===== src/rtl/sat_pkg.sv =====
// Shared definitions for the SAT engine clause sequencing blocks.
//   state_t       : loader sequencer states
//   IDX_W         : slot index width for the default array size
//   CLAUSE_W      : clause word width (two bits per variable) for the default size
//   idx_width()   : slot index width for an arbitrary array size
//   clause_width(): clause word width for an arbitrary variable count
package sat_pkg;

    typedef enum logic [3:0] {
        S_IDLE,
        S_LD_REQ,
        S_LD_WAIT,
        S_LD_WR,
        S_UL_RD,
        S_UL_CAP,
        S_UL_WR,
        S_DONE,
        S_LD_ZF
    } state_t;

    localparam int unsigned NUM_CLAUSES_DEF = 8;
    localparam int unsigned NUM_VARS_DEF    = 8;
    localparam int unsigned IDX_W           = $clog2(NUM_CLAUSES_DEF);
    localparam int unsigned CLAUSE_W        = NUM_VARS_DEF * 2;

    function automatic int unsigned idx_width(input int unsigned n);
        return (n > 1) ? $clog2(n) : 1;
    endfunction

    function automatic int unsigned clause_width(input int unsigned nv);
        return nv * 2;
    endfunction

endpackage


===== src/rtl/onehot_dec.sv =====
// Binary slot index to one-hot slot vector decoder.
//   idx    : slot index
//   onehot : NUM_CLAUSES-bit vector with bit idx set
module onehot_dec #(
    parameter int unsigned NUM_CLAUSES = 8,
    parameter int unsigned IDX_W       = 3
) (
    input  logic [IDX_W-1:0]       idx,
    output logic [NUM_CLAUSES-1:0] onehot
);

    always_comb begin
        onehot = '0;
        for (int unsigned i = 0; i < NUM_CLAUSES; i++) begin
            onehot[i] = (idx == IDX_W'(i));
        end
    end

endmodule


===== src/rtl/clause_array_loader.sv =====
// Moves one bin of clauses between bin memory and the clause array.
// Load: fetch clause base+idx from memory (req/ack), write it to slot idx.
// Unload: read slot idx (data one cycle after strobe), write it to base+idx.
// Optional build macro CLAUSE_ARRAY_LOADER_ZERO_FILL_EN: after a load, the
// slots beyond the loaded count are written with zero clause / zero length.
// Ports:
//   clk, rst            : clock, synchronous active-low reset
//   load_start_i        : start load (IDLE only, wins over unload)
//   unload_start_i      : start unload (IDLE only)
//   base_addr_i         : memory address of clause 0, captured at start
//   clause_cnt_i        : clauses to move, captured at start, clamped to NUM_CLAUSES
//   busy_o, done_o      : not-IDLE flag, one-cycle completion pulse
//   mem_rd_*            : memory read request/address/ack/data/length
//   mem_wr_*            : memory write strobe/address/data
//   arr_wr_o, arr_rd_o  : one-hot slot write/read strobes
//   arr_clause_o/_len_o : clause and length to the array
//   arr_clause_i        : clause read back from the array
module clause_array_loader
    import sat_pkg::*;
#(
    parameter int unsigned NUM_CLAUSES = 8,
    parameter int unsigned NUM_VARS    = 8,
    parameter int unsigned WIDTH_C_LEN = 4,
    parameter int unsigned WIDTH_ADDR  = 16
) (
    input  logic                          clk,
    input  logic                          rst,
    input  logic                          load_start_i,
    input  logic                          unload_start_i,
    input  logic [WIDTH_ADDR-1:0]         base_addr_i,
    input  logic [$clog2(NUM_CLAUSES):0]  clause_cnt_i,
    output logic                          busy_o,
    output logic                          done_o,
    output logic                          mem_rd_req_o,
    output logic [WIDTH_ADDR-1:0]         mem_rd_addr_o,
    input  logic                          mem_rd_ack_i,
    input  logic [NUM_VARS*2-1:0]         mem_rd_clause_i,
    input  logic [WIDTH_C_LEN-1:0]        mem_rd_len_i,
    output logic                          mem_wr_o,
    output logic [WIDTH_ADDR-1:0]         mem_wr_addr_o,
    output logic [NUM_VARS*2-1:0]         mem_wr_clause_o,
    output logic [NUM_CLAUSES-1:0]        arr_wr_o,
    output logic [NUM_CLAUSES-1:0]        arr_rd_o,
    output logic [NUM_VARS*2-1:0]         arr_clause_o,
    output logic [WIDTH_C_LEN-1:0]        arr_clause_len_o,
    input  logic [NUM_VARS*2-1:0]         arr_clause_i
);

    localparam int unsigned IW    = idx_width(NUM_CLAUSES);
    localparam int unsigned CNT_W = IW + 1;
    localparam int unsigned CW    = clause_width(NUM_VARS);

    state_t                 state, state_next;
    logic [WIDTH_ADDR-1:0]  base_q;
    logic [CNT_W-1:0]       cnt_q;
    logic [IW-1:0]          idx_q;
    logic [CW-1:0]          clause_q;
    logic [WIDTH_C_LEN-1:0] len_q;
    logic                   done_q;

    logic [CNT_W-1:0]       cnt_clamped;
    logic                   start_any;
    logic                   last;
    logic                   idx_top;
    logic [NUM_CLAUSES-1:0] slot_onehot;
    logic [WIDTH_ADDR-1:0]  cur_addr;

    assign cnt_clamped = (clause_cnt_i > CNT_W'(NUM_CLAUSES)) ? CNT_W'(NUM_CLAUSES) : clause_cnt_i;
    assign start_any   = load_start_i | unload_start_i;
    assign last        = (CNT_W'(idx_q) == cnt_q - CNT_W'(1));
    assign idx_top     = (idx_q == IW'(NUM_CLAUSES - 1));
    assign cur_addr    = base_q + WIDTH_ADDR'(idx_q);

    onehot_dec #(
        .NUM_CLAUSES(NUM_CLAUSES),
        .IDX_W      (IW)
    ) u_dec (
        .idx   (idx_q),
        .onehot(slot_onehot)
    );

    always_ff @(posedge clk) begin
        if (!rst) begin
            state <= S_IDLE;
        end else begin
            state <= state_next;
        end
    end

    always_comb begin
        state_next = state;
        case (state)
            S_IDLE: begin
                if (load_start_i) begin
                    if (cnt_clamped == '0) begin
`ifdef CLAUSE_ARRAY_LOADER_ZERO_FILL_EN
                        state_next = S_LD_ZF;
`else
                        state_next = S_DONE;
`endif
                    end else begin
                        state_next = S_LD_REQ;
                    end
                end else if (unload_start_i) begin
                    state_next = (cnt_clamped == '0) ? S_DONE : S_UL_RD;
                end
            end
            S_LD_REQ:  state_next = S_LD_WAIT;
            S_LD_WAIT: if (mem_rd_ack_i) state_next = S_LD_WR;
            S_LD_WR: begin
                if (last) begin
`ifdef CLAUSE_ARRAY_LOADER_ZERO_FILL_EN
                    // a full bin has no slots left to clear
                    state_next = idx_top ? S_DONE : S_LD_ZF;
`else
                    state_next = S_DONE;
`endif
                end else begin
                    state_next = S_LD_REQ;
                end
            end
            S_LD_ZF:  state_next = idx_top ? S_DONE : S_LD_ZF;
            S_UL_RD:  state_next = S_UL_CAP;
            S_UL_CAP: state_next = S_UL_WR;
            S_UL_WR:  state_next = last ? S_DONE : S_UL_RD;
            S_DONE:   state_next = S_IDLE;
            default:  state_next = S_IDLE;
        endcase
    end

    // Datapath registers: captured parameters, slot index, staged clause.
    always_ff @(posedge clk) begin
        if (!rst) begin
            base_q   <= '0;
            cnt_q    <= '0;
            idx_q    <= '0;
            clause_q <= '0;
            len_q    <= '0;
            done_q   <= 1'b0;
        end else begin
            done_q <= (state == S_DONE);
            case (state)
                S_IDLE: begin
                    if (start_any) begin
                        base_q <= base_addr_i;
                        cnt_q  <= cnt_clamped;
                        idx_q  <= '0;
                    end
                end
                S_LD_WAIT: begin
                    if (mem_rd_ack_i) begin
                        clause_q <= mem_rd_clause_i;
                        len_q    <= mem_rd_len_i;
                    end
                end
                S_UL_CAP: clause_q <= arr_clause_i;
                S_LD_WR, S_LD_ZF, S_UL_WR: idx_q <= idx_q + IW'(1);
                default: ;
            endcase
        end
    end

    always_comb begin
        busy_o           = (state != S_IDLE);
        done_o           = done_q;
        mem_rd_req_o     = 1'b0;
        mem_rd_addr_o    = '0;
        mem_wr_o         = 1'b0;
        mem_wr_addr_o    = '0;
        mem_wr_clause_o  = '0;
        arr_wr_o         = '0;
        arr_rd_o         = '0;
        arr_clause_o     = '0;
        arr_clause_len_o = '0;
        case (state)
            S_LD_REQ: begin
                mem_rd_req_o  = 1'b1;
                mem_rd_addr_o = cur_addr;
            end
            S_LD_WR: begin
                arr_wr_o         = slot_onehot;
                arr_clause_o     = clause_q;
                arr_clause_len_o = len_q;
            end
            S_LD_ZF: arr_wr_o = slot_onehot;
            S_UL_RD: arr_rd_o = slot_onehot;
            S_UL_WR: begin
                mem_wr_o        = 1'b1;
                mem_wr_addr_o   = cur_addr;
                mem_wr_clause_o = clause_q;
            end
            default: ;
        endcase
    end

endmodule

===== config.mk =====
export PLATFORM = sky130hd
export DESIGN_NAME = clause_array_loader
export DESIGN_NICKNAME = d
export VERILOG_FILES = /design/src/rtl/sat_pkg.sv /design/src/rtl/onehot_dec.sv /design/src/rtl/clause_array_loader.sv
export SDC_FILE = /design/constraint.sdc
export NUM_CORES = 1
export LEC_CHECK = 0
export BUFFER_PORTS_ARGS = -buffer_cell sky130_fd_sc_hd__buf_2
export CAP_MARGIN = 5
export CORE_UTILIZATION = 40
export DETAILED_ROUTE_END_ITERATION = 7
export HOLD_SLACK_MARGIN = 0.02
export PLACE_DENSITY = 0.71
export RECOVER_POWER = 100
export SYNTH_ARGS = -nofsm -noshare
export SYNTH_HDL_FRONTEND = slang
export SYNTH_SLANG_ARGS = --single-unit
export TNS_END_PERCENT = 30

===== constraint.sdc =====
create_clock -name clk -period 4.4 [get_ports clk]
set_clock_uncertainty 0.2 [all_clocks]
set_input_delay 0.44 -clock clk [delete_from_list [all_inputs] [get_ports clk]]
set_output_delay 0.44 -clock clk [all_outputs]
set_load 0.03 [all_outputs]

Yosys cells after proc, flatten, opt, wreduce, memory -nomap -nowiden
Cells that the tools add are included.
{ "totals": {"elab_cells": 67, "reg_bits": 48, "out_inout_bits": 88, "inputBits": 61} }
{ "classes": {"magnitude_cmp": 1, "n_reduce_logical": 13, "muxes": 23, "bitwise": 1, "eq_ne": 19, "addsub": 3} }
{ "ops": {"columns": ["operator", "count"], "rows": [
  ["16-bit two-way mux", 5],
  ["16-bit case mux with 2 select lines", 1],
  ["4-bit case mux with 8 select lines", 1],
  ["4-bit two-way mux", 6],
  ["16-bit by 3-bit adder with 16-bit output", 1],
  ["4-bit by 3-bit == test with 1-bit output, second input constant", 4],
  ["8-bit two-way mux", 2],
  ["3-bit == test, second input constant", 4],
  ["2-bit AND reduction", 5],
  ["3-bit two-way mux", 3],
  ["4-bit by 2-bit == test with 1-bit output, second input constant", 2],
  ["4-bit zero test", 2],
  ["3-bit by 2-bit == test with 1-bit output, second input constant", 2],
  ["3-bit case mux with 2 select lines", 1],
  ["3-bit by 4-bit == test with 1-bit output", 1],
  ["4-bit by 1-bit == test with 1-bit output, second input constant", 1],
  ["4-bit == test, second input constant", 1],
  ["4-bit greater-than comparator, second input constant", 1],
  ["2-bit two-way mux", 2],
  ["2-bit != test, second input constant", 2],
  ["2-bit nonzero test", 2],
  ["4-bit nonzero test", 1],
  ["4-bit by 1-bit subtractor with 4-bit output, second input constant", 1],
  ["3-bit by 1-bit adder with 3-bit output, second input constant", 1],
  ["other kinds (7)", 8]
]} }

Depth between registers and ports, before layout
{ "logic_depth": {"ltp_word": 7, "depth_mapped": 7, "depth_no_buf": 7} }

By module
A second synthesis with hierarchy kept.
{ "unflattened": {"cells_unflattened": 406, "area_unflattened_um2": 3154.3} }
{ "by_module_without_submodules": {"columns": ["module", "seq_area_each_um2", "n_inst", "area_per_inst_um2", "cells_per_inst"], "rows": [
  ["clause_array_loader", 960.9, 1, 3089.2, 398],
  ["onehot_dec", 0.0, 1, 65.1, 8]
]} }

Least setup slack after synthesis
No wires, ideal clock.
{ "synth_path": {"kind": "reg2out", "from": "register idx_q[0]", "to": "output port mem_rd_addr_o[14]", "path_buffers": 0, "arrival_ns": 2.283, "stages_incl_launch_ff": 8, "setup_slack_ns": 1.477, "required_time_ns": 3.760, "path_cell_list": "dfxtp_1 -> ha_1 -> inv_1 -> fa_1 -> nor2b_1 -> o21ai_0 -> or3_1 -> a21oi_1"} }
{ "synth_between": {"elab_chain_len": 2} }
{ "synth_rtl": {"columns": ["item", "line_no", "text"], "rows": [
  ["start, declared", "clause_array_loader.sv:56", "logic [IW-1:0] idx_q;"],
  ["start signal, assigned", "clause_array_loader.sv:157", "S_LD_WR, S_LD_ZF, S_UL_WR: idx_q <= idx_q + IW'(1);"],
  ["16-bit by 3-bit adder with 16-bit output", "clause_array_loader.sv:72", "assign cur_addr = base_q + WIDTH_ADDR'(idx_q);"],
  ["16-bit two-way mux", "clause_array_loader.sv:175", "case (state)"],
  ["end, declared", "clause_array_loader.sv:35", "output logic [WIDTH_ADDR-1:0] mem_rd_addr_o,"]
]} }
Every way passes these cells.

Worst setup path after layout
{ "layout_path": {"from": "register idx_q[0]", "to": "output port mem_wr_addr_o[14]"} }
{ "layout_between": {"elab_chain_len": 2} }
{ "layout_rtl": {"columns": ["item", "line_no", "text"], "rows": [
  ["16-bit by 3-bit adder with 16-bit output", "clause_array_loader.sv:72", null],
  ["16-bit two-way mux", "clause_array_loader.sv:175", null],
  ["end, declared", "clause_array_loader.sv:40", "output logic [WIDTH_ADDR-1:0] mem_wr_addr_o,"]
]} }
Every way passes these cells.

==> impl_metrics.py <==
metrics = {
    "sta": {
        "tightest_slew_ps": 1150,
        "setup_viol": 0,
        "finalMaxSlewViolations": 0,
        "finalHoldViolCount": 0,
        "period_needed_ps": 3430,
        "tns_ps": 0,
        "max_freq_ghz": 0.292,
        "final_min_period_over_clock_period_pct": 77.9,
        "hold_ws_ps": 162,
        "slew_headroom_pct": 23.0,
        "rsz0062_at_grt": "no",
    },
    "setup_path": {
        "cpPeakStageDelay_ps": 480,
        "path_max_fanout": 6,
        "critPathCaptureType": "output port",
        "critPathSlowestCell": "dfxtp_1",
        "arrival_ps": 2790,
        "cp-start-kind": "flip-flop",
        "worst-setup-path-type": "reg -> out",
        "cp_cell_sequence": "ha_1 > inv_1 > fa_1 > nor2b_1 > o21ai_0 > or3_1 > a21oi_1 > clkbuf_1",
        "cp.required_ps": 3760,
    },
    "synthesis": {
        "yosysUniqueCellTypes": 55,
        "syn_inst": 408,
        "synth_top_flop_cell": "dfxtp_1",
        "synth.net_count": 480,
        "syn_area_per_cell_um2": 7.90,
        "synth_seq_area_share_pct": 29.8,
        "synth_seq_cells": 48,
        "synthesis.area_um2": 3220,
        "async_flop_share_pct": 0,
        "synth_edf_count": 0,
        "yosys_warnings": 0,
    },
    "clock_tree": {
        "h-tree-depth": 2,
        "cts_resized": 0,
        "path_clk_slew_ps": 100,
        "numCtsBuffers": 5,
        "cts-root-buf": "clkbuf_8",
        "clockBufferDepth": 2,
        "cts_tree": "yes",
        "clk_latency_ps": 300,
        "clock-sinks": 48,
        "cts_setup_buffers": 0,
        "cts_hold_buf": 0,
    },
    "power": {
        "vdd_drop_max_mv": 0.141,
        "powerDensity_nw_per_um2": 354,
        "power.leakage_uw": 0.00171,
    },
    "detailed_routing": {
        "firstDrtPassIters": 5,
        "vias": 3307,
        "antenna_left": 0,
        "drt_iter0_drc": 187,
        "routedWlPerCell_um": 13.5,
        "vias_per_cell": 5.17,
        "drc": 0,
        "routed_wl_um": 8650,
    },
    "global_route": {
        "grt_pass1_wl_um": 14400,
        "grt_remaining_overflow": 0,
        "grt_pass1_vias": 3105,
        "antenna_found_initial": 0,
        "gr-usage-all-layers_pct": 20.9,
        "grt_max_degree": 33,
    },
    "die": {
        "io-pin-count": 149,
        "dieWidth_um": 91.8,
        "die_area_um2": 8420,
        "start_util_pct": 41.5,
        "die_h_um": 91.8,
        "placementRows": 32,
        "core-area_um2": 7770,
    },
    "final_layout": {
        "syn_to_final_growth_pct": 22.4,
        "layout_common_cells": "buf_2 (75), clkbuf_1 (75), dfxtp_1 (48)",
        "drive_gt1_share_pct": 17.8,
        "layout.nets": 609,
        "diodes": 0,
        "final_cell_count_no_fill": 640,
        "fill_cells": 822,
    },
    "placement": {
        "dp_hpwl_um": 6460,
        "place_congestion": 0.834,
        "placement.io_buffers": 148,
        "placed_cells": 632,
    },
    "outcome": {
        "status": "completed",
    },
    "run": {
        "max_cap_violations": 0,
    },
    "hold_path": {
        "min_path_type": "in -> reg",
    },
}
## logic make-up after synthesis
group	count (synthesis)	share of synthesized area, %
XOR/XNOR	10	2.72
buffers and inverters	41	7.07
flip-flops	48	29.8
AND/OR/NAND/NOR	184	31.2
AO/OA/AOI/OAI	93	18.2
multiplexers	21	6.52
adder cells (fa/ha/maj)	11	4.50
## worst max-delay path: cells and delay by family (launching register included)
kind | cells | cell delay [ps]
AOI/OAI and AO/OA | 2 | 310
adders and majority gates | 2 | 610
buffers and inverters | 2 | 380
DFF | 1 | 480
and+or+nand+nor | 2 | 710
## cell type report
type                            count  area [um^2]  share of cell area [%]
Inverter                           12         45.0                    1.14
Clock buffer                        5         68.8                    1.74
Clock inverter                      3         68.8                    1.74
Timing Repair Buffer              151          664                    16.8
Tap cell                          102          128                    3.24
Sequential cell                    48          961                    24.4
Multi-Input combinational cell    319         2010                    50.9
## metrics by stage
| stage | setup slack (ps) | power [uW] | area, um^2 | util, % |
|---|---|---|---|---|
| global placement | 1530 | 1020 | 3930 | 50.6 |
| floorplan | 1480 | 922 | 3220 | - |
| CTS | 1110 | 1430 | 4070 | 52.4 |
| finish | 971 | 1400 | 3940 | 50.8 |
| global route | 681 | 1490 | 3940 | 50.8 |
| detailed placement | 1450 | 1040 | 3930 | 50.6 |
## path summary, 6_finish.rpt
kind	start	endpoint	slack, ps	cells past startpoint
worst min register to register	base_q[0]	base_q[0]	270	2
worst min-delay path	mem_rd_len_i[3]	len_q[3]	160	3
worst max-delay path	idx_q[0]	mem_wr_addr_o[14]	970	8
worst max register to register	state[2]	state[1]	1730	5
## sequential cells by signal, indices dropped and copies added (netlist names)
name,cells
base_q,16
len_q,4
cnt_q,4
done_o,1
state,4
clause_q,16
idx_q,3
## routing by layer
metal  GRT usage [%]  wire length [um]  vias up
li1                -                 -     1680
met5               0                 0        -
met2            37.2              4010      123
met1            25.0              3920     1495
met3            5.14               617        9
met4            5.34               106        0
## power breakdown
| group | switching (uW) | total, uW | internal (uW) |
|---|---|---|---|
| combinational | 270 | 421 | 151 |
| sequential | 87.4 | 587 | 499 |
| clock | 160 | 389 | 229 |
## synth_stat cells (4+ instances only)
library cell | instances | area [um^2]
and3_1 | 13 | 81.3
nand2_1 | 43 | 161
ha_1 | 10 | 125
or3_1 | 4 | 25.0
and2_1 | 42 | 263
mux2i_1 | 21 | 210
buf_6 | 6 | 67.6
nor2_1 | 42 | 158
inv_1 | 9 | 33.8
clkbuf_1 | 10 | 37.5
nand3b_1 | 5 | 37.5
nand3_1 | 4 | 20.0
dfxtp_1 | 48 | 961
o21ai_0 | 12 | 60.1
xor2_1 | 7 | 61.3
a211oi_1 | 17 | 128
a21oi_1 | 39 | 195
o31ai_1 | 4 | 30.0
or4_1 | 4 | 30.0
buf_2 | 6 | 30.0
buf_4 | 5 | 37.5
a21o_1 | 5 | 37.5
(Power assumes the default switching activity.)
